`src/rtl/pio_mailbox_responder.sv`:
```
// pio_mailbox_responder
//   FPGA-side endpoint of the HPS PIO mailbox. The host writes 20-bit command words with a
//   toggle bit. Each new command is either answered locally (NOP echo, STATUS) or handed to
//   the border-detection core. A 32-bit result word carrying the echoed toggle comes back.
//
// Ports
//   clk        fabric clock
//   reset_n    asynchronous active-low reset
//   pio_in     [19] req toggle, [18:16] opcode, [15:0] payload
//   hps_done   level-high host abort/idle
//   pio_out    [31] ack toggle, [30] err, [29:0] data
//   cmd_valid  command to core valid
//   cmd_ready  core accepts command
//   cmd_op     opcode to core
//   cmd_data   payload to core
//   rsp_valid  single-cycle core result strobe
//   rsp_data   core result
//   rsp_err    core error flag
module pio_mailbox_responder #(
  parameter int unsigned TIMEOUT_CYCLES = 1024,
  parameter int unsigned CNT_W          = 16
) (
  input  logic        clk,
  input  logic        reset_n,
  input  logic [19:0] pio_in,
  input  logic        hps_done,
  output logic [31:0] pio_out,
  output logic        cmd_valid,
  input  logic        cmd_ready,
  output logic [2:0]  cmd_op,
  output logic [15:0] cmd_data,
  input  logic        rsp_valid,
  input  logic [29:0] rsp_data,
  input  logic        rsp_err
);

  localparam int unsigned TmoW = (TIMEOUT_CYCLES > 1) ? $clog2(TIMEOUT_CYCLES) : 1;
  localparam logic [TmoW-1:0] TmoLast = TmoW'(TIMEOUT_CYCLES - 1);
  localparam logic [2:0] OpNop    = 3'd0;
  localparam logic [2:0] OpStatus = 3'd7;

  typedef enum logic [1:0] {StIdle, StIssue, StWait, StRespond} state_e;

  state_e            state_q, state_d;
  logic [19:0]       pio_in_q;
  logic              tog_prev_q;
  logic              last_ack_q, last_ack_d;
  logic              req_tog_q, req_tog_d;
  logic [2:0]        op_q, op_d;
  logic [15:0]       payload_q, payload_d;
  logic              res_err_q, res_err_d;
  logic [29:0]       res_data_q, res_data_d;
  logic [TmoW-1:0]   tmo_q, tmo_d;
  logic [CNT_W-1:0]  txn_cnt_q, txn_cnt_d;
  logic              overrun_q, overrun_d;
  logic [31:0]       pio_out_q, pio_out_d;

  logic        new_req;
  logic        tmo_hit;
  logic [29:0] status_word;
  logic        rsp_word_err;
  logic [29:0] rsp_word_data;

  assign new_req = (state_q == StIdle) && (pio_in_q[19] != last_ack_q);
  assign tmo_hit = (tmo_q == TmoLast);

  // State register
  always_ff @(posedge clk or negedge reset_n) begin
    if (!reset_n) begin
      state_q <= StIdle;
    end else begin
      state_q <= state_d;
    end
  end

  // Next-state logic
  always_comb begin
    state_d = state_q;
    unique case (state_q)
      StIdle: begin
        if (new_req) begin
          if (pio_in_q[18:16] == OpNop || pio_in_q[18:16] == OpStatus) begin
            state_d = StRespond;
          end else begin
            state_d = StIssue;
          end
        end
      end
      StIssue:   if (cmd_ready) state_d = StWait;
      StWait:    if (rsp_valid || tmo_hit) state_d = StRespond;
      StRespond: state_d = StIdle;
      default:   state_d = StIdle;
    endcase
    // Host abort overrides everything
    if (hps_done) state_d = StIdle;
  end

  // Outputs
  always_comb begin
    cmd_valid = (state_q == StIssue);
    cmd_op    = op_q;
    cmd_data  = payload_q;
    pio_out   = pio_out_q;
  end

  // Result word assembled in RESPOND
  always_comb begin
    status_word              = '0;
    status_word[CNT_W-1:0]   = txn_cnt_q;
    status_word[29]          = overrun_q;
    if (op_q == OpNop) begin
      rsp_word_err  = 1'b0;
      rsp_word_data = {14'd0, payload_q};
    end else if (op_q == OpStatus) begin
      rsp_word_err  = 1'b0;
      rsp_word_data = status_word;
    end else begin
      rsp_word_err  = res_err_q;
      rsp_word_data = res_data_q;
    end
  end

  // Datapath next-state
  always_comb begin
    last_ack_d = last_ack_q;
    req_tog_d  = req_tog_q;
    op_d       = op_q;
    payload_d  = payload_q;
    res_err_d  = res_err_q;
    res_data_d = res_data_q;
    tmo_d      = tmo_q;
    txn_cnt_d  = txn_cnt_q;
    overrun_d  = overrun_q;
    pio_out_d  = pio_out_q;

    unique case (state_q)
      StIdle: begin
        if (new_req) begin
          req_tog_d = pio_in_q[19];
          op_d      = pio_in_q[18:16];
          payload_d = pio_in_q[15:0];
        end
      end
      StIssue: begin
        if (cmd_ready) tmo_d = '0;
      end
      StWait: begin
        tmo_d = tmo_q + TmoW'(1);
        // A response arriving on the timeout cycle still counts as a normal response
        if (rsp_valid) begin
          res_err_d  = rsp_err;
          res_data_d = rsp_data;
        end else if (tmo_hit) begin
          res_err_d  = 1'b1;
          res_data_d = '0;
        end
      end
      StRespond: begin
        pio_out_d  = {req_tog_q, rsp_word_err, rsp_word_data};
        last_ack_d = req_tog_q;
        txn_cnt_d  = txn_cnt_q + CNT_W'(1);
        if (op_q == OpStatus) overrun_d = 1'b0;
      end
      default: ;
    endcase

    // Host toggled while busy: flag it, the request itself is dropped
    if (state_q != StIdle && pio_in_q[19] != tog_prev_q) overrun_d = 1'b1;

    if (hps_done) begin
      pio_out_d  = '0;
      last_ack_d = pio_in_q[19];
      txn_cnt_d  = '0;
      overrun_d  = 1'b0;
    end
  end

  always_ff @(posedge clk or negedge reset_n) begin
    if (!reset_n) begin
      pio_in_q   <= '0;
      tog_prev_q <= 1'b0;
      last_ack_q <= 1'b0;
      req_tog_q  <= 1'b0;
      op_q       <= '0;
      payload_q  <= '0;
      res_err_q  <= 1'b0;
      res_data_q <= '0;
      tmo_q      <= '0;
      txn_cnt_q  <= '0;
      overrun_q  <= 1'b0;
      pio_out_q  <= '0;
    end else begin
      pio_in_q   <= pio_in;
      tog_prev_q <= pio_in_q[19];
      last_ack_q <= last_ack_d;
      req_tog_q  <= req_tog_d;
      op_q       <= op_d;
      payload_q  <= payload_d;
      res_err_q  <= res_err_d;
      res_data_q <= res_data_d;
      tmo_q      <= tmo_d;
      txn_cnt_q  <= txn_cnt_d;
      overrun_q  <= overrun_d;
      pio_out_q  <= pio_out_d;
    end
  end

endmodule

```
`config.mk`:
```
export PLATFORM = sky130hd
export DESIGN_NAME = pio_mailbox_responder
export DESIGN_NICKNAME = d
export VERILOG_FILES = /design/src/rtl/pio_mailbox_responder.sv
export SDC_FILE = /design/constraint.sdc
export NUM_CORES = 1
export LEC_CHECK = 0
export CAP_MARGIN = 10
export CORE_AREA = 8 8 110 213
export DETAILED_ROUTE_END_ITERATION = 7
export DIE_AREA = 0 0 118 221
export PLACE_DENSITY = 0.51
export SLEW_MARGIN = 20
export SYNTH_ARGS = -nofsm -noshare
export SYNTH_HDL_FRONTEND = slang
export SYNTH_SLANG_ARGS = --single-unit
```
`constraint.sdc`:
```
create_clock -name clk -period 2.97 [get_ports clk]
set_input_delay 0.297 -clock clk [delete_from_list [all_inputs] [get_ports clk]]
set_output_delay 0.297 -clock clk [all_outputs]
set_load 0.01 [all_outputs]
```
Word-level counts from Yosys, hierarchy flattened. Index checks and enable logic that the tools add are counted. W data, S select, Z words.

Reduce and logical (&&, ||, !) cells: 18. Mux-type cells: 26. Equal/unequal tests: 12. Bitwise operators: 0. Add/subtract/negate cells: 2. Shift operators: 0. $lt $le $gt $ge: 0. Div/mod/pow operators: 0. Multiply operators: 0.

Operator list (count): $mux W30 (4); $mux W32 (2); $mux W16 (2); $pmux W10 S2 (1); $add A16 B1 Y16 const B (1); $add A10 B1 Y10 const B (1); $eq A10 B10 Y1 const B (1); $mux W1 (10); $mux W10 (1); $mux W2 (5); $pmux W2 S4 (1); $reduce_and A2 Y1 (4); $reduce_bool A2 Y1 (4); $eq A3 B3 Y1 const B (2); $logic_not A3 Y1 (2); $ne A3 B3 Y1 const B (2); $reduce_bool A3 Y1 (2); $eq A2 B2 Y1 const B (2); $ne A3 B2 Y1 const B (1); $reduce_and A3 Y1 (1); $eq A2 B1 Y1 const B (1); $logic_and A1 B1 Y1 (2); $logic_not A2 Y1 (1); $logic_or A1 B1 Y1 (2); 2 further kinds (3).

Output and inout port bits: 52. Flip-flop bits (word level): 134. Memory bits (writable): 0. Logic and storage cells: 71. Memories: 0. ROM bits: 0. Latch bits: 0.

Logic depth before layout (Yosys ltp).
Depth after elaboration: 6. Mapped depth: 7. Mapped depth without buffers: 6.

Worst setup path after synthesis. OpenSTA, ideal clock, no wires.

Path type: register to register. Start: reg state_q[1]. End: reg tmo_q[6]. Stages on the path, launching flop included: 8. Slack: 1.180 ns. Path buffers: 1. Arrival time: 1.663 ns. Data required time: 2.843 ns. Path through: dfrtp_1 inv_1 ha_1 mux2i_1 clkbuf_1 nor2_1 mux2i_1 o21ai_0.

Word-level cells in the longest chain between the ends: 3. Elaborated cells on any way between the ends: 6.

RTL lines: start, declared (line 44) `state_e state_q, state_d;`; start signal, assigned (line 70) `state_q <= StIdle;`; start signal, assigned (line 72) `state_q <= state_d;`; $eq A2 B1 Y1 (*); via cmd_valid (line 28) `output logic cmd_valid,`; $ne A2 B1 Y1 (no source line) / $reduce_bool A2 Y1 (equally long branches); $reduce_and A2 Y1 (no source line); end signal, assigned (line 201) `tmo_q <= tmo_d;`; end, declared (line 53) `logic [TmoW-1:0] tmo_q, tmo_d;`.

Mark *: on every way through the listed nets, which the timed path passes. The rest lies on a longest branch. A chain may end at the register's enable or synchronous reset.

Worst setup path after layout.
Start: reg state_q[1]. End: out cmd_valid.

Word-level cells in the longest chain between the ends: 1.

RTL lines: $eq A2 B1 Y1 (line 100) `cmd_valid = (state_q == StIssue);`; end, declared (line 28).

No other way between the ends.

==> impl_metrics.ini <==
[power]
p_per_area_mw_per_mm2 = 860
p_leak_nw = 3.27
finalPower_mw = 6.40
vdd_ir_drop_max_v = 0.000405

[placement]
dpl.hpwl_um = 9510
portBuffers = 107
dp.cells = 801
routabilityCongestion = 0.746

[sta]
period_minus_slack_ns = 2.07
finalSetupTns_ns = 0
finalHoldViolCount = 0
tightest_slew_ns = 0.773
slew_headroom_pct = 48.4
drv_slew = 0
rsz0062_at_grt = false
finalSetupViolations = 0
period_share_pct = 69.6
max_freq_ghz = 0.484
fin_skew_ns = 0.0142

[critical_path]
critPathSlowestCell = clkdlybuf4s50_1
critPathBufInv = 2
endpoint_kind = output pin
cp_data_arrival_time_ns = 1.77
startpoint_type = register
cp_max_fo = 3
critical-path-top-delay-family = buffers and inverters
slowest_delay_ns = 0.58
path_class = reg2out
required_ns = 2.67
crit_chain = inv_1 > ha_1 > clkdlybuf4s50_1

[clock_network]
cts_root_buf = clkbuf_16
htree_num_levels = 4
tritoncts = done
cts_buffer_depth = 2
clk_pin_slew_ns = 0.06
clk_latency_ns = 0.42
cts_made_buffers = 17
clock_sinks = 134
cts_setup_buffers = 0

[global_routing]
grt_max_degree = 71
grt_pass1_wl_um = 23000
grt.busiest_layer = met2
antenna_found_initial = 0
met3_usage_pct = 3.98
grt-ovfl-total = 0
met1_usage_pct = 14.3
use_met2_pct = 16.9
grt_pass1_vias = 4140
track_usage_pct = 11.1

[floorplan]
core_area_mm2 = 0.0207
num_io_pins = 108
rows = 75
start_util_pct = 26.4
dieArea_mm2 = 0.0261
die_y_um = 221
die_w_um = 118

[drt]
drt_first_pass_iters = 4
drt_wl_total_um = 13900
ant_nets = 0
num_vias = 3854
via_per_inst = 4.62
drt_iter0_drc = 179
wl_per_cell_um = 16.6
route.detailed.drc = 0

[cells_and_area]
final_cell_count_no_fill = 834
multi_input_area_mm2 = 0.00200
finalCoreUtilization_pct = 35.9
seq_area_mm2 = 0.00335
layout.nets = 614
area_delta_synth_final_pct = 36.2
drive_above_1_share_pct = 13.5
fill_cells = 2055
n_antenna_cell = 0

[logic_synthesis]
yosysWarnings = 0
synth-edff-count = 0
synth_most_common_cell = dfrtp_1
synth_area_leaders = dfrtp_1 (61%), a22o_1 (9.6%), mux2_2 (4.7%), mux2i_1 (4.2%), nor2_1 (2.8%)
yosysSeqAreaShare_pct = 61.3
postSynthCellCount = 440
synthFlopType = dfrtp_1
post_synth.cell_area_avg_um2 = 12.4
async_flop_share_pct = 100
yosysUniqueCellTypes = 39
netlist_area_mm2 = 0.00547
synthTopCellsByCount = dfrtp_1 (134), a22o_1 (60), nor2_1 (41), a21oi_1 (26)
synth.largest_area_cell = dfrtp_1
syn-num-nets = 502
synth_seq_cells = 134
synth_top_cell_area_share_pct = 61.3

[min_path]
hold_path_class = in2reg

[outcome]
status = finished clean

[run]
cap_violations = 0
-- layout by cell type (no fill, tap or decap), types with 2 or more instances in the layout --
cell and instances:
clkdlybuf4s50_1 106, nor2_1 40, inv_8 3, and2_1 2, a21oi_1 26, xnor2_1 7, nand2b_1 3, o21ai_0 11
ha_1 6, inv_1 4, and3_1 3, clkinvlp_4 2, clkbuf_16 17, or3_2 2, and4_1 4, mux2_2 23
buf_4 11, nor2b_1 2, mux2i_1 23, clkinv_4 2, inv_6 7, dfrtp_1 134, nand3_1 8, nor3_1 4
nand2_1 18, a22o_1 60, or3_1 4, xor2_1 7, nand4_1 8
-- registers in the layout, summed over array words and instances (netlist names) --
| register | flops |
|---|---|
| overrun_q | 1 |
| req_tog_q | 1 |
| res_data_q | 30 |
| pio_in_q | 20 |
| txn_cnt_q | 16 |
| pio_out | 32 |
| cmd_op | 3 |
| tog_prev_q | 1 |
| tmo_q | 10 |
| cmd_data | 16 |
| state_q | 2 |
| last_ack_q | 1 |
| res_err_q | 1 |
-- repair_timing --
item / in CTS / in global routing
endpoints found under the hold margin: 68 / 0
hold buffers: 1 / 0
gates resized for setup: 0 / 0
-- path summary, 6_finish.rpt --
check | depth (start not counted) | start | endpoint | slack [ns]
worst max-delay path | 3 | state_q[1] | cmd_valid | 0.90
worst min-delay path | 1 | pio_in[19] | pio_in_q[19] | 0.32
worst max register to register | 6 | tmo_q[0] | res_data_q[3] | 0.92
worst min register to register | 1 | pio_in_q[5] | cmd_data[5] | 0.47
max in group asynchronous | 3 | reset_n | pio_out[13] | 1.78
min in group asynchronous | 2 | reset_n | pio_out[17] | 0.46
-- power by group --
group / switching, mW / internal [mW]
combinational: 0.858 / 1.01
sequential: 0.294 / 2.25
clock: 0.894 / 1.10
total: 2.05 / 4.36
-- cell families after synthesis --
family | count (synthesis) | synth area share (%)
and+or+nand+nor | 106 | 9.75
AOI/OAI and AO/OA | 103 | 13.9
DFF | 134 | 61.3
xor gates and xnor gates | 14 | 2.24
muxes | 46 | 8.95
adders and majority gates | 6 | 1.37
buffers and inverters | 31 | 2.49
-- routing by layer --
layer / part of all wire, % / wire [um]
met1: 47 / 6490
met4: 1.4 / 188
met5: 0 / 0
met3: 6.8 / 945
met2: 45 / 6250
-- stage by stage --
step / worst slack (ns) / hold slack (ns) / cell area (um2)
global placement: 0.933 / 0.364 / 6880
CTS: 0.891 / 0.298 / 7450
finish: 0.904 / 0.315 / 7450
detailed placement: 0.935 / 0.367 / 6880
global route: 0.726 / 0.299 / 7450
floorplan: 1.18 / 0.00141 / 5470
-- layout make-up --
cell class	count	area share [%]
multi-input combinational	275	26.9
tap	269	4.52
clock inverter	15	1.78
inverter	4	0.202
sequential	134	45.0
clock buffer	17	5.71
timing repair buffer	120	15.9
Power figures use the tool's default switching activity.
